### config.mk
export PLATFORM = sky130hd
export DESIGN_NAME = input_port_buffer
export DESIGN_NICKNAME = d
export VERILOG_FILES = /design/src/rtl/input_port_buffer.sv
export SDC_FILE = /design/constraint.sdc
export NUM_CORES = 1
export LEC_CHECK = 0
export ABC_CLOCK_PERIOD_IN_PS = 3800
export BUFFER_PORTS_ARGS = -buffer_cell sky130_fd_sc_hd__buf_2
export CAP_MARGIN = 20
export CORE_AREA = 2 2 147 149
export CTS_BUF_LIST = sky130_fd_sc_hd__clkbuf_8
export DETAILED_ROUTE_END_ITERATION = 8
export DIE_AREA = 0 0 149 151
export GPL_ROUTABILITY_DRIVEN = 0
export GPL_TIMING_DRIVEN = 0
export PLACE_DENSITY_LB_ADDON = 0.25
export SKIP_CTS_REPAIR_TIMING = 1
export SKIP_LAST_GASP = 1
export SLEW_MARGIN = 40
export SYNTH_ARGS = -nofsm -noshare
export SYNTH_HDL_FRONTEND = slang
export SYNTH_SLANG_ARGS = --single-unit
### constraint.sdc
create_clock -name clk -period 3.8 [get_ports clk]
set_clock_uncertainty 0.2 [all_clocks]
set_input_delay 0.38 -clock clk [delete_from_list [all_inputs] [get_ports clk]]
set_output_delay 0.38 -clock clk [all_outputs]
set_load 0.05 [all_outputs]
### src/rtl/input_port_buffer.sv
// input_port_buffer: per-port router input FIFO with packet request/drain FSM
module input_port_buffer #(
  parameter int DATA_WIDTH = 32,
  parameter int DEPTH      = 8,
  parameter int ADDR_W     = 3
) (
  input  logic                  clk,
  input  logic                  rst,
  input  logic                  in_valid,
  input  logic [DATA_WIDTH-1:0] in_data,
  output logic                  in_ready,
  input  logic                  grant,
  output logic                  out_valid,
  output logic [DATA_WIDTH-1:0] out_data,
  output logic [2:0]            flit_id,
  output logic [11:0]           length,
  output logic                  req,
  output logic [ADDR_W:0]       count,
  output logic                  err_drop
);
  typedef enum logic [1:0] {IDLE, WAIT, XFER} state_t;
  state_t                state_q, state_d;
  logic [DATA_WIDTH-1:0] mem_q [DEPTH];
  logic [DATA_WIDTH-1:0] mem_d [DEPTH];
  logic [ADDR_W-1:0]     rd_ptr_q, rd_ptr_d, wr_ptr_q, wr_ptr_d;
  logic [ADDR_W:0]       count_q, count_d;
  logic [11:0]           length_q, length_d;
  logic [DATA_WIDTH-1:0] head;
  logic [2:0]            head_id;
  logic                  empty, push, pop, hdr_at_head;
  assign head        = mem_q[rd_ptr_q];
  assign head_id     = head[DATA_WIDTH-1 -: 3];
  assign empty       = count_q == '0;
  assign hdr_at_head = state_q == IDLE && !empty && head_id == 3'b001;
  assign in_ready    = rst && count_q != (ADDR_W+1)'(DEPTH);
  assign push        = in_valid && in_ready;
  assign pop         = out_valid || err_drop;
  assign out_data    = head;
  assign flit_id     = empty ? 3'b000 : head_id;
  assign length      = hdr_at_head ? head[11:0] : length_q;
  assign req         = state_q != IDLE;
  assign count       = count_q;
  // Packet FSM: accept header, request, drain on grant until tail; discard orphans
  always_comb begin
    state_d   = state_q;
    length_d  = length_q;
    out_valid = 1'b0;
    err_drop  = 1'b0;
    case (state_q)
      IDLE: if (!empty) begin
        if (head_id == 3'b001) begin
          state_d  = WAIT;
          length_d = head[11:0];
        end else err_drop = 1'b1;
      end
      WAIT: state_d = grant ? XFER : WAIT;
      XFER: if (grant && !empty) begin
        out_valid = 1'b1;
        state_d   = head_id == 3'b100 ? IDLE : XFER;
      end
      default: state_d = IDLE;
    endcase
  end
  // FIFO storage, pointers and occupancy; pointers wrap naturally since DEPTH is a power of two
  always_comb begin
    mem_d = mem_q;
    if (push) mem_d[wr_ptr_q] = in_data;
    wr_ptr_d = push ? wr_ptr_q + 1'b1 : wr_ptr_q;
    rd_ptr_d = pop ? rd_ptr_q + 1'b1 : rd_ptr_q;
    count_d  = count_q + (ADDR_W+1)'(push) - (ADDR_W+1)'(pop);
  end
  // State registers with asynchronous active-low clear
  always_ff @(posedge clk or negedge rst) begin
    if (!rst) begin
      state_q  <= IDLE;
      length_q <= '0;
      rd_ptr_q <= '0;
      wr_ptr_q <= '0;
      count_q  <= '0;
      for (int i = 0; i < DEPTH; i++) mem_q[i] <= '0;
    end else begin
      state_q  <= state_d;
      length_q <= length_d;
      rd_ptr_q <= rd_ptr_d;
      wr_ptr_q <= wr_ptr_d;
      count_q  <= count_d;
      mem_q    <= mem_d;
    end
  end
endmodule

==> flow_summary.yaml <==
outcome:
  status: "finished clean"
sta:
  fin_crit_sh: 0.9522
  maxSlewViolCount: 0
  setup_viol: 0
  hold_ws_ps: 181.3
  setup_slack_ps: 181.5
  maxSlewHeadroom: 0.4649
  setup_tns_ps: 0
  hold_viol: 0
  finalCriticalPeriod_ps: 3619
  fmax_ghz: 0.2764
  tightest_slew_ps: 802.7
  grt_setup_unrepaired: "false"
job:
  maxCapViolCount: 0
cells_and_area:
  fin_area_mm2: 0.01498
  diodes: 0
  syn_to_final_growth_pct: 16.75
  drive_gt1_frac: 0.4797
  num-nets-final: 1000
placed_design:
  place_ws_ps: 336.4
  dpl.hpwl_um: 17940
  dpl_cell_area_mm2: 0.01372
  portBuffers: 90
floorplanning:
  pin_count: 91
  dieHeight_um: 151
  rows: 53
  coreArea_mm2: 0.02082
  start_util: 0.6162
  dieArea_mm2: 0.02250
  die_w_um: 149
clock_tree:
  cts_tree: "built"
  cts_buffer_depth: 3
  root_buffer: "clkbuf_8"
  clock_latency_ps: 560
  tritoncts.num_buffers: 45
  clock_sinks: 280
  cts.clk_slew.worst_paths_ps: 70
  h-tree-depth: 2
drt:
  highest_layer: "met4"
  ant_nets: 0
  drt_first_iter_violations: 408
  viasPerCell: 5.963
  dr_wl_met2_um: 14080
  wl_per_cell_um: 21.99
  routed_wirelength_um: 27730
  dr_wl_met3_um: 1187
  drcViolationCount: 0
  wl_met1_um: 11700
  drtPass1Iterations: 6
  num_vias: 7519
global_route:
  grt_pass1_vias: 8268
  overflow: 0
  antenna_found_initial: 0
  grt_max_degree: 82
  grt_util_all_layers: 0.2603
  grt_pass1_wl_um: 44630
yosys:
  synth_area_per_cell_um2: 16.43
  yosysSeqAreaShare: 0.5461
  ys_ff_latch: 280
  ys_types: 50
  netlist.top_cell.by_area: "dfrtp_1"
  synth_common_cells: "dfrtp_1, mux2_2, mux2_1"
  synth_ff_type: "dfrtp_1"
  syn_inst: 781
  syn_nets: 826
  async_flop_share: 1.000
  yosys_warnings: 0
  synth_area_mm2: 0.01283
  synthTopCellsByArea: "dfrtp_1, mux2_2, mux4_2, mux2_1, mux2_4"
  synth-edff-count: 0
  synth_top_area_share: 0.5461
  yosysMostFrequentCell: "dfrtp_1"
setup_path:
  crit_type: "flop to output pin"
  cp_max_fo: 10
  start_kind: "flop"
  end_kind: "output pin"
  arrival_ps: 3040
  critPathRequiredTime_ps: 3220
min_path:
  hold_path_class: "input pin to async pin"
-- cell usage in the layout, fill, tap and decap left out, types with 3 or more instances in the layout --
cell and count:
inv_1 25, buf_4 4, clkbuf_1 10, buf_2 110, clkbuf_2 4, clkbuf_8 60
nand2_1 4, mux2_4 9, nor2_1 6, mux2i_4 3, dlygate4sd3_1 34, buf_6 11
mux4_2 64, clkinv_2 3, dfrtp_1 280, ha_1 8, nand2b_1 3, buf_16 3
mux2_1 95, mux2_2 194
-- flip-flops by register name, indices dropped and copies added, names as in the netlist --
signal and flops:
length_q 12, state_q 2, wr_ptr_q 3, rd_ptr_q 3
mem_q 256, count 4
-- critical path: stages (launching register included) --
cell	delay, ps
dfrtp_1	360
buf_4	250
clkbuf_2	390
clkbuf_1	560
mux4_2	410
mux2_2	300
buf_2	220
-- metal layers --
layer,track usage,up-vias
met3,0.04578,59
met2,0.4459,203
met1,0.3407,3981
li1,-,3276
met4,0.08905,0
met5,0,-
-- final cells by class --
class / instances / area, um2
buffer: 55 / 349.1
clock buffer: 60 / 825.8
clock inverter: 18 / 76.32
fill: 1350 / 5843
inverter: 13 / 48.80
multi-input combinational: 433 / 5445
sequential: 280 / 7007
tap: 275 / 344.1
timing repair buffer: 127 / 883.3
-- cell families (layout without fill, tap and decap cells) --
kind of cell             after synthesis  after routing  share of synthesized area
AO/OA/AOI/OAI                         20             20                    0.01239
XOR/XNOR                               4              4                   0.002731
adder cells (fa/ha/maj)                9              9                   0.009363
buffers and inverters                 68            273                    0.02945
flip-flops                           280            280                     0.5461
multiplexers                         365            365                     0.3818
AND/OR/NAND/NOR                       35             35                    0.01814
-- final timing paths --
kind	startpoint	end	slack, ps	depth (start not counted)
setup / recovery	rd_ptr_q[1]$_DFFE_PN0P_	out_data[13]	180	6
setup reg to reg	rd_ptr_q[0]$_DFFE_PN0P_	count[2]$_DFF_PN0_	450	12
hold reg to reg	mem_q[60]$_DFFE_PN0P_	mem_q[60]$_DFFE_PN0P_	280	1
hold / removal	rst	length_q[3]$_DFFE_PN0P_	180	2
max in group asynchronous	rst	mem_q[82]$_DFFE_PN0P_	2060	4
min in group clk	mem_q[60]$_DFFE_PN0P_	mem_q[60]$_DFFE_PN0P_	280	1
-- per-stage QoR --
stage / cells / utilization
final: 1261 / 0.7194
after global routing: 1261 / 0.7194
after floorplan: 781 / -
after CTS: 1227 / 0.7021
after global placement: 1146 / 0.6543
after detailed placement: 1149 / 0.6588
Power is not shown: default switching activity piles up to over one toggle a cycle in this logic, so the estimate is an artifact.
